$ cat src/rtl/memory_stage.sv
// MEM pipeline stage: waits on data-SRAM responses, aligns load data, feeds writeback and bypass.
// LWL/LWR merge logic is built only when MS_LWLR_EN is defined.
package memory_stage_pkg;
  typedef struct packed {
    logic       ex;
    logic [4:0] excode;
  } exception_t;

  typedef struct packed {
    logic [31:0] pc;
    logic [4:0]  dest;
    logic [3:0]  rf_we;
    logic [31:0] result;
    logic [2:0]  load_op;
    logic        mem_req;
    logic [31:0] rt_value;
    exception_t  exception;
    logic [1:0]  c0_op;
    logic [7:0]  c0_addr;
    logic [1:0]  tlb_op;
    logic [4:0]  cache_op;
    logic [31:0] phy_addr;
  } es_to_ms_bus_t;

  typedef struct packed {
    logic [31:0] pc;
    logic [4:0]  dest;
    logic [3:0]  rf_we;
    logic [31:0] result;
    exception_t  exception;
    logic [1:0]  c0_op;
    logic [7:0]  c0_addr;
    logic [1:0]  tlb_op;
    logic [4:0]  cache_op;
    logic [31:0] phy_addr;
  } ms_to_ws_bus_t;
endpackage

module memory_stage
  import memory_stage_pkg::*;
(
  input  logic          clk,
  input  logic          reset,
  input  logic          es_to_valid,
  output logic          ms_allowin,
  input  es_to_ms_bus_t es_to_ms_bus,
  output logic          ms_to_valid,
  input  logic          ws_allowin,
  output ms_to_ws_bus_t ms_to_ws_bus,
  input  logic          pipeline_flush,
  input  logic          data_data_ok,
  input  logic [31:0]   data_rdata,
  output logic [4:0]    ms_fwd_dest,
  output logic [31:0]   ms_fwd_result,
  output logic          ms_fwd_stall
);
  typedef enum logic [1:0] {S_IDLE, S_WAIT, S_HOLD, S_CANCEL} state_e;

  state_e        state_q, state_d;
  logic          ms_valid_q, ms_valid_d;
  es_to_ms_bus_t bus_q, bus_d;
  logic [31:0]   rdata_buf_q, rdata_buf_d;

  logic        ms_ready_go;
  logic        accept;
  logic [31:0] raw;
  logic [1:0]  offset;
  logic [7:0]  ld_byte;
  logic [15:0] ld_half;
  logic [31:0] final_result;

  assign ms_ready_go = !bus_q.mem_req || (state_q == S_WAIT && data_data_ok) || state_q == S_HOLD;
  assign ms_allowin  = (!ms_valid_q || (ms_ready_go && ws_allowin)) && state_q != S_CANCEL;
  assign ms_to_valid = ms_valid_q && ms_ready_go && !pipeline_flush;
  assign accept      = es_to_valid && ms_allowin && !pipeline_flush;

  // A response still owed to a flushed instruction parks the stage in CANCEL until it drains.
  always_comb begin
    state_d = state_q;
    case (state_q)
      S_WAIT: begin
        if (data_data_ok)        state_d = (ws_allowin || pipeline_flush) ? S_IDLE : S_HOLD;
        else if (pipeline_flush) state_d = S_CANCEL;
      end
      S_HOLD:   if (ws_allowin || pipeline_flush) state_d = S_IDLE;
      S_CANCEL: if (data_data_ok) state_d = S_IDLE;
      default:  ;
    endcase
    if (accept && es_to_ms_bus.mem_req) state_d = S_WAIT;
  end

  always_comb begin
    ms_valid_d = ms_valid_q;
    if (pipeline_flush)  ms_valid_d = 1'b0;
    else if (ms_allowin) ms_valid_d = es_to_valid;
    bus_d       = accept ? es_to_ms_bus : bus_q;
    rdata_buf_d = rdata_buf_q;
    if (state_q == S_WAIT && data_data_ok && !ws_allowin && !pipeline_flush)
      rdata_buf_d = data_rdata;
  end

  assign raw     = (state_q == S_HOLD) ? rdata_buf_q : data_rdata;
  assign offset  = bus_q.result[1:0];
  assign ld_half = offset[1] ? raw[31:16] : raw[15:0];

  always_comb begin
    case (offset)
      2'd0:    ld_byte = raw[7:0];
      2'd1:    ld_byte = raw[15:8];
      2'd2:    ld_byte = raw[23:16];
      default: ld_byte = raw[31:24];
    endcase
  end

`ifdef MS_LWLR_EN
  logic [31:0] rt;
  logic [31:0] lwl_data, lwr_data;
  assign rt = bus_q.rt_value;

  always_comb begin
    case (offset)
      2'd0:    begin lwl_data = {raw[7:0],  rt[23:0]}; lwr_data = raw;                       end
      2'd1:    begin lwl_data = {raw[15:0], rt[15:0]}; lwr_data = {rt[31:24], raw[31:8]};  end
      2'd2:    begin lwl_data = {raw[23:0], rt[7:0]};  lwr_data = {rt[31:16], raw[31:16]}; end
      default: begin lwl_data = raw;                   lwr_data = {rt[31:8],  raw[31:24]}; end
    endcase
  end
`else
  logic [31:0] lwl_data, lwr_data;
  logic        unused_rt;
  assign lwl_data  = raw;
  assign lwr_data  = raw;
  assign unused_rt = ^bus_q.rt_value;
`endif

  always_comb begin
    case (bus_q.load_op)
      3'd1:    final_result = {{24{ld_byte[7]}}, ld_byte};
      3'd2:    final_result = {24'h0, ld_byte};
      3'd3:    final_result = {{16{ld_half[15]}}, ld_half};
      3'd4:    final_result = {16'h0, ld_half};
      3'd5:    final_result = raw;
      3'd6:    final_result = lwl_data;
      3'd7:    final_result = lwr_data;
      default: final_result = bus_q.result;
    endcase
  end

  always_comb begin
    ms_to_ws_bus.pc        = bus_q.pc;
    ms_to_ws_bus.dest      = bus_q.dest;
    ms_to_ws_bus.rf_we     = bus_q.rf_we;
    ms_to_ws_bus.result    = final_result;
    ms_to_ws_bus.exception = bus_q.exception;
    ms_to_ws_bus.c0_op     = bus_q.c0_op;
    ms_to_ws_bus.c0_addr   = bus_q.c0_addr;
    ms_to_ws_bus.tlb_op    = bus_q.tlb_op;
    ms_to_ws_bus.cache_op  = bus_q.cache_op;
    ms_to_ws_bus.phy_addr  = bus_q.phy_addr;
  end

  assign ms_fwd_dest   = ms_valid_q ? bus_q.dest : 5'd0;
  assign ms_fwd_result = final_result;
  assign ms_fwd_stall  = ms_valid_q && (bus_q.load_op != 3'd0) && !ms_ready_go;

  always_ff @(posedge clk or posedge reset) begin
    if (reset) begin
      state_q     <= S_IDLE;
      ms_valid_q  <= 1'b0;
      bus_q       <= '0;
      rdata_buf_q <= '0;
    end else begin
      state_q     <= state_d;
      ms_valid_q  <= ms_valid_d;
      bus_q       <= bus_d;
      rdata_buf_q <= rdata_buf_d;
    end
  end
endmodule

$ cat config.mk
export PLATFORM = sky130hd
export DESIGN_NAME = memory_stage
export DESIGN_NICKNAME = d
export VERILOG_FILES = /design/src/rtl/memory_stage.sv
export SDC_FILE = /design/constraint.sdc
export NUM_CORES = 1
export LEC_CHECK = 0
export ABC_AREA = 1
export CAP_MARGIN = 25
export CORE_MARGIN = 10
export CORE_UTILIZATION = 44
export DETAILED_ROUTE_END_ITERATION = 8
export MAX_ROUTING_LAYER = met4
export PLACE_DENSITY = 0.79
export SETUP_SLACK_MARGIN = 0.3
export SLEW_MARGIN = 20
export SYNTH_ARGS = -nofsm -noshare
export SYNTH_HDL_FRONTEND = slang
export SYNTH_SLANG_ARGS = --single-unit
$ cat constraint.sdc
create_clock -name clk -period 7.3 [get_ports clk]
set_clock_uncertainty 0.2 [all_clocks]
set_input_delay 1.825 -clock clk [delete_from_list [all_inputs] [get_ports clk]]
set_output_delay 1.825 -clock clk [all_outputs]
set_load 0.1 [all_outputs]
==> results of run 1 <==
==> kinds of logic (layout without fill, tap and decap cells) <==
logic type             after synthesis  in the layout  share of synthesized area [%]
AO/OA/AOI/OAI                       89             89                           5.07
buffers and inverters              260            440                           17.3
flip-flops                         167            167                           45.7
other                                0              1                              0
AND/OR/NAND/NOR                    689            689                           31.9
==> flip-flops by register name (all words and copies together) (netlist names) <==
name          cells
ms_to_ws_bus     96
bus_q            36
rdata_buf_q      32
state_q           2
ms_valid_q        1
==> power breakdown <==
part | internal, W | switching [W] | leakage [nW] | total, W
logic | 0.000593 | 0.00236 | 3.75 | 0.00295
clock network | 0.000553 | 0.000406 | 0.301 | 0.000959
registers | 0.00112 | 0.000118 | 2.07 | 0.00124
==> layout by cell type (no fill, tap or decap), types with 3 or more instances in the layout <==
master,netlist,routed
a21oi_1,9,9
buf_4,133,74
bufinv_16,0,3
clkbuf_16,0,17
clkdlybuf4s50_1,0,270
clkinv_2,0,3
dfrtp_1,167,167
inv_1,60,59
inv_6,0,4
nand2_1,471,471
nand3_1,162,162
nand3b_1,20,20
nor2_1,20,20
o211ai_1,4,4
o21ai_0,55,55
o21ai_1,17,17
or2_2,3,3
==> per-layer routing <==
layer / vias up / GRT usage [%] / wire length (µm)
met2: 348 / 36.1 / 14700
met1: 3880 / 26.4 / 11900
met4: 0 / 7.31 / 739
li1: 4006 / - / -
met5: - / - / 0
met3: 43 / 7.43 / 2940
==> final cells by class <==
| type | count | share of cell area, % |
|---|---|---|
| flip-flops and latches | 167 | 34.7 |
| multi-input cells | 778 | 28.2 |
| repair buffers | 345 | 27.2 |
| clock buffers | 18 | 3.64 |
| well taps | 270 | 2.80 |
| inverters | 64 | 2.06 |
| clock inverters | 13 | 1.41 |
| diodes | 1 | 0.0208 |
==> worst reg2reg max path, cell delays in order (launching register included) <==
cell and delay (ns):
dfrtp_1 0.58, inv_2 0.11, nor2_1 0.71, nor2_1 0.18, nand2_1 0.13, nand2_1 0.09, inv_4 0.09, buf_4 0.53
nand2_4 0.65, buf_4 0.56, nand2_1 0.17, nand2_1 0.06
==> stage by stage <==
| stage | area [µm²] | instances | utilization [%] | setup WS (ns) | power, W |
|---|---|---|---|---|---|
| after detailed placement | 11400 | 1624 | 56.2 | 1.27 | 0.00422 |
| after global placement | 11400 | 1624 | 56.2 | 1.25 | 0.00419 |
| after global routing | 12100 | 1656 | 59.2 | 1.06 | 0.00535 |
| after floorplan | 9140 | 1205 | - | 0.757 | 0.00375 |
| final | 12100 | 1656 | 59.2 | 1.23 | 0.00515 |
| after CTS | 12100 | 1655 | 59.2 | 1.26 | 0.00518 |
==> final timing paths <==
check	from	to	slack (ns)	cells past startpoint
worst max-delay path	data_rdata[23]	ms_to_ws_bus[74]	1.23	10
worst min-delay path	ms_to_ws_bus[3]	ms_to_ws_bus[3]	0.27	2
worst max register to register	state_q[1]	ms_to_ws_bus[34]	3.13	11
worst min register to register	ms_to_ws_bus[3]	ms_to_ws_bus[3]	0.27	2
max in group asynchronous	reset	ms_to_ws_bus[41]	4.20	3
min in group asynchronous	reset	ms_to_ws_bus[120]	1.69	2
==> results.tsv, run 1 <==
metric	value	unit
outcome	completed	
cp-start-kind	primary input	
power.density	427	nW/µm²
period_needed	6.07	ns
syn-num-nets	1407	
leakage	6.12	nW
grt_overflow_total	0	
path_class	primary input to output pin	
route.detailed.drc	0	
synth_area_leaders	dfrtp_1 (46%), nand2_1 (19%), buf_4 (11%)	
post_cts_resized	0	
dieArea	26900	µm²
dp_hpwl	22200	µm
synth_warnings	0	
synth_top_area_share	45.7	%
drv_slew	0	
cp_slowest_stage_delay	0.48	ns
crit_top_cell	nand2_1	
first_pass_iters	5	
vdd_drop_max	0.240	mV
setup_tns	0	ns
die_h	164	µm
drt-vias-per-instance	5.00	
cts.path.max_buffers	2	
crit_chain	clkdlybuf4s50_1 -> inv_1 -> nand2_1 -> nand3_1 -> nand2_1 -> clkinv_1 -> nand2_1 -> nand3b_2 -> nand3b_1 -> buf_4	
cts_setup_buffers	0	
worstPathMaxFanout	24	
ys_types	28	
nets	1575	
worstMarginPinSlew	1.04	ns
synth_area	9140	µm²
grt_max_degree	88	
antenna_found_initial	1	
rows	52	
vias	8277	
ys_seq_area_share	45.7	%
first_global_vias	8340	
crit_family	simple AND/OR/NAND/NOR gates	
rsz0062_at_grt	no	
whs	0.269	ns
max_cap_viol_count	0	
crit_slowest_cell	clkdlybuf4s50_1	
syn_to_final_growth	31.9	%
multi_input_area	3400	µm²
ant_nets	0	
initial_core_util	44.9	%
synth_top_flop_cell	dfrtp_1	
avgSynthCellArea	7.58	µm²
path_buf_inv	4	
hold_violations	0	
routedWlPerCell	18.3	µm
fin_crit_sh	83.1	%
wl	30300	µm
port-buffer-count	337	
async_reset_ff_share	100	%
hold_buffers	0	
synth_edf_count	0	
io_pins	370	
seq_area	4180	µm²
clock_sinks	167	
path_clk_slew	0.07	ns
gp_congestion	0.932	
core	20400	µm²
yosys-top-cells-count	nand2_1 (471), dfrtp_1 (167), nand3_1 (162)	
h-tree-depth	4	
worstPathArrival	4.04	ns
min_path_type	register to register	
die_x	164	µm
cts_buffers	17	
fmax	165	MHz
synth_top_area_cell	dfrtp_1	
synthesis.instances	1205	
synth-seq-cells	167	
fillers	1842	
tritoncts	built	
grt_pass1_wl	46200	µm
clock_latency	0.42	ns
yosysMostFrequentCell	nand2_1	
grt_usage	22.6	%
final-setup-viol-count	0	
cp-end-kind	output pin	
drtIter0Drc	618	
required	5.28	ns
drive_gt1_share	8.81	%
slew_headroom	30.4	%
cts_root_buffer	clkbuf_16	
Note: power is estimated with default switching activity, not from simulation.
==> inputs of run 2 (changes only) <==
Settings changed: CORE_UTILIZATION 44 to 40, PLACE_DENSITY 0.79 to 0.76.
Clock period 7.3 ns to 5.4 ns, I/O delays scaled along.
==> results.tsv, run 2 (synthesized netlist as in run 1, its figures left out) <==
metric	value	unit	change
met2_length	14800	µm	was 14700 µm
initial_core_util	40.5	%	was 44.9%
largest_reg_flops	96		unchanged
vias	8306		was 8277
first_global_vias	8218		was 8340
core	22600	µm²	was 20400 µm²
rsz0062_at_grt	no		unchanged
port-buffer-count	337		unchanged
drive_gt1_share	9.61	%	was 8.81%
outcome	completed		unchanged
syn_to_final_growth	40.4	%	was 31.9%
final_cell_mix	nand2_1 (471), clkdlybuf4s50_1 (270), dfrtp_1 (167), nand3_1 (162), inv_1 (59)		was nand2_1 (471), clkdlybuf4s50_1 (270), dfrtp_1 (167), nand3_1 (162), buf_4 (74)
gp_congestion	0.907		was 0.932
routedWlPerCell	18.2	µm	was 18.3 µm
die_x	171	µm	was 164 µm
nets	1584		was 1575
route.detailed.drc	0		unchanged
antenna_found_initial	5		was 1
fin_crit_sh	90.4	%	
cts_buffers	17		unchanged
grt_usage	21.1	%	was 22.6%
grt_max_degree	133		was 88
leakage	6.37	nW	was 6.12 nW
setup_tns	0	ns	unchanged
slew_headroom	30.9	%	was 30.4%
cp-start-kind	primary input		unchanged
io_pins	370		unchanged
clock_sinks	167		unchanged
dieArea	29300	µm²	was 26900 µm²
grt_overflow_total	0		unchanged
min_path_type	register to register		unchanged
ant_nets	0		unchanged
first_pass_iters	5		unchanged
clock_latency	0.41	ns	was 0.42 ns
drtIter0Drc	650		was 618
path_clk_slew	0.07	ns	about the same
highest_layer	met4		unchanged
final-setup-viol-count	0		unchanged
worstPathMaxFanout	16		was 24
worstMarginPinSlew	1.03	ns	was 1.04 ns
required	3.85	ns	was 5.28 ns
dp_hpwl	22500	µm	was 22200 µm
grt_pass1_wl	46900	µm	was 46200 µm
fmax	205	MHz	
vdd_drop_max	0.361	mV	was 0.240 mV
rows	55		was 52
cts_root_buffer	clkbuf_16		unchanged
worstPathArrival	3.33	ns	was 4.04 ns
drt-vias-per-instance	4.93		was 5.00
cp-end-kind	output pin		unchanged
path_class	primary input to output pin		unchanged
fillers	2076		was 1842
tritoncts	built		unchanged
period_needed	4.88	ns	
h-tree-depth	4		unchanged
wl_met1	12500	µm	was 11900 µm
hold_violations	0		unchanged
whs	0.266	ns	was 0.269 ns
hold_buffers	0		unchanged
final_common_cell	nand2_1		unchanged
power.density	576	nW/µm²	was 427 nW/µm²
cts.path.max_buffers	2		unchanged
wl_met3	2960	µm	was 2940 µm
wl	30600	µm	was 30300 µm
max_cap_viol_count	0		unchanged
drv_slew	0		unchanged
die_h	171	µm	was 164 µm
-- run 2: repair_timing --
item | CTS | global route
setup endpoints to repair | 0 | 48
resized for setup | 0 | 1
buffers inserted | 0 | 3
-- run 2: path summary, 6_finish.rpt --
path,end,slack (ns),startpoint,cells past startpoint
max,ms_fwd_result[20],0.52,data_rdata[31],9
min,bus_q[97],0.27,bus_q[97],2
min in group asynchronous,ms_to_ws_bus[3],1.10,reset,2
min reg2reg,bus_q[97],0.27,bus_q[97],2
max in group asynchronous,ms_to_ws_bus[6],3.21,reset,3
max reg2reg,state_q[1],2.03,state_q[1],12
-- run 2: per-layer routing --
layer  vias up  GRT usage (%)
li1       4038              -
met2       357           33.9
met5         -              -
met3        25           7.35
met4         0           4.12
met1      3886           25.3
-- run 2: final cells by class --
type,count,area (µm²),area share (%)
flip-flops and latches,167,4180,32.6
inverters,64,246,1.92
well taps,285,357,2.78
multi-input cells,778,3420,26.6
repair buffers,354,4010,31.2
clock buffers,18,439,3.42
clock inverters,14,176,1.37
diodes,5,12.5,0.0975
-- run 2: through the flow --
| stage | utilization [%] | power [W] | cell area [µm²] | setup WS, ns | std cells |
|---|---|---|---|---|---|
| after CTS | 56.7 | 0.00742 | 12800 | 0.339 | 1677 |
| after detailed placement | 53.9 | 0.00613 | 12200 | 0.343 | 1645 |
| after global placement | 53.9 | 0.00609 | 12200 | 0.338 | 1644 |
| after global routing | 56.9 | 0.00768 | 12800 | 0.386 | 1685 |
| final | 56.9 | 0.00739 | 12800 | 0.521 | 1685 |
| after floorplan | - | 0.00508 | 9150 | 0.315 | 1205 |
-- run 2: worst max-delay path, cell delays in order --
cell	delay (ns)
clkdlybuf4s50_1	0.40
inv_1	0.07
nand2_1	0.05
o21ai_1	0.20
nand2_1	0.14
nand3b_2	0.31
o21ai_0	0.21
nand3b_1	0.33
buf_12	0.25
-- run 2: power by group --
group,switching [W],leakage [nW],internal [W]
logic,0.00329,4.00,0.00116
registers,0.000146,2.07,0.00151
clock network,0.000598,0.304,0.000683
total,0.00403,6.37,0.00336
==> inputs of run 3 (changes only) <==
Settings changed: CORE_MARGIN 10 to 2, CORE_UTILIZATION 40 to 30, PLACE_DENSITY 0.76 to 0.59.
==> results.tsv, run 3 (synthesized netlist as in run 1, its figures left out) <==
metric	value	unit	change
vias	8342		was 8306
grt_max_degree	133		unchanged
rr_worst_depth	10		was 12
cts.path.max_buffers	2		unchanged
outcome	completed		unchanged
clock_sinks	167		unchanged
die_h	179	µm	was 171 µm
core	29800	µm²	was 22600 µm²
cp-start-kind	primary input		unchanged
slew_headroom	29.7	%	was 30.9%
initial_core_util	30.7	%	was 40.5%
power.density	569	nW/µm²	was 576 nW/µm²
final_cell_mix	nand2_1 (471), clkdlybuf4s50_1 (270), dfrtp_1 (167), nand3_1 (162), inv_1 (59)		unchanged
required	3.85	ns	about the same
nets	1581		was 1584
h-tree-depth	4		unchanged
vdd_drop_max	0.280	mV	was 0.361 mV
path_class	primary input to output pin		unchanged
dp.cells	1750		was 1645
port-buffer-count	337		unchanged
worstMarginPinSlew	1.05	ns	was 1.03 ns
p_sw_share	54.2	%	was 54.5%
max_cap_viol_count	0		unchanged
dp_hpwl	20900	µm	was 22500 µm
tritoncts	built		unchanged
worstPathMaxFanout	16		unchanged
first_pass_iters	5		unchanged
drv_slew	0		unchanged
dieArea	31900	µm²	was 29300 µm²
setup_tns	0	ns	unchanged
power_frac_comb	60.2	%	about the same
final-setup-viol-count	0		unchanged
cts_buffers	17		unchanged
r2r_end	state_q[0]		was state_q[1]
pwr-share-seq	22.8	%	was 22.5%
drive_gt1_share	9.27	%	was 9.61%
critPathCapture	ms_to_ws_bus[86]		was ms_fwd_result[20]
crit_path_start	data_rdata[31]		unchanged
antenna_found_initial	2		was 5
grt_pass1_wl	45800	µm	was 46900 µm
cts_setup_buffers	0		unchanged
grt_overflow_total	0		unchanged
io_pins	370		unchanged
hold_violations	0		unchanged
gp_congestion	0.868		was 0.907
routedWlPerCell	16.5	µm	was 18.2 µm
die_x	179	µm	was 171 µm
instances_no_fill	1784		was 1685
worstPathArrival	3.36	ns	was 3.33 ns
largest_reg_flops	96		unchanged
fin_crit_sh	91.0	%	was 90.4%
drtIter0Drc	643		was 650
hold_depth	2		unchanged
intPower	0.00335	W	was 0.00336 W
period_needed	4.91	ns	was 4.88 ns
hold_buffers	0		unchanged
cp-end-kind	output pin		unchanged
post_cts_resized	0		unchanged
ant_nets	0		unchanged
clock_latency	0.42	ns	was 0.41 ns
rsz0062_at_grt	no		unchanged
fmax	204	MHz	was 205 MHz
first_global_vias	8162		was 8218
path_clk_slew	0.07	ns	about the same
syn_to_final_growth	40.8	%	was 40.4%
grt_usage	19.2	%	was 21.1%
rows	63		was 55
wl	29500	µm	was 30600 µm
drt-vias-per-instance	4.68		was 4.93
pwr-share-clk	17.0	%	was 17.3%
leakage	6.31	nW	was 6.37 nW
reg2reg_from	state_q[1]		unchanged
route.detailed.drc	0		unchanged
r2r_slack	2.54	ns	was 2.03 ns
final_common_cell	nand2_1		unchanged
p_sw	0.00397	W	was 0.00403 W
min_path_type	register to register		unchanged
cts_root_buffer	clkbuf_16		unchanged
## run 3: changes by cell type in the layout (fill, tap and decap cells not counted), sizes merged
cell      before  now
bufinv         1    2
clkbuf        18   19
inv           70   66
clkinv         6    5
buf           84   81
clkinvlp       1    4
diode          5    2
## run 3: power by group through the flow
stage | logic (W) | clock network, W | registers, W
after global placement | 0.00441 | 0 | 0.00168
after detailed placement | 0.00442 | 0 | 0.00169
after floorplan | 0.00344 | 0 | 0.00164
after global routing | 0.00458 | 0.00134 | 0.00170
final | 0.00440 | 0.00125 | 0.00167
after CTS | 0.00443 | 0.00129 | 0.00167
## run 3: worst max-delay path, stage by stage
cell and delay (ns):
clkdlybuf4s50_1 0.42, inv_1 0.08, nand2_1 0.05, o21ai_1 0.19, nand2_1 0.13, nand3b_2 0.32, o21ai_0 0.24, nand3b_1 0.34
buf_12 0.24
## run 3: cell type report
class,instances,area (µm²)
antenna,2,5.00
inverter,64,246
clock buffer,19,433
timing repair buffer,351,3960
tap,390,488
fill,2986,16900
clock inverter,13,145
sequential,167,4180
multi-input combinational,778,3410
## run 3: worst min-delay path by stage
stage          startpoint         end  slack (ns)
3_3_place_gp    bus_q[96]   bus_q[96]        0.25
6_report        bus_q[93]   bus_q[93]        0.27
2_1_floorplan   bus_q[96]   bus_q[96]        0.23
5_1_grt        bus_q[117]  bus_q[117]        0.29
3_5_place_dp    bus_q[93]   bus_q[93]        0.25
4_1_cts         bus_q[93]   bus_q[93]        0.27
## run 3: routing by layer
layer | share of wire (%) | wire [µm] | global-route usage, % | up-vias
met1 | 43 | 12600 | 24.5 | 4001
met4 | 1.2 | 369 | 4.61 | 0
li1 | - | - | - | 4025
met2 | 49 | 14400 | 30.8 | 292
met5 | 0 | 0 | - | -
met3 | 7.1 | 2090 | 4.65 | 24
## run 3: through the flow
stage,hold slack [ns],power (W),utilization [%],instance area [µm²],worst slack [ns]
global placement,0.247,0.00609,41.2,12300,0.465
CTS,0.269,0.00738,43.2,12900,0.495
finish,0.268,0.00732,43.2,12900,0.488
detailed placement,0.253,0.00611,41.2,12300,0.517
floorplan,0.234,0.00508,-,9150,0.315
global route,0.289,0.00762,43.2,12900,0.304
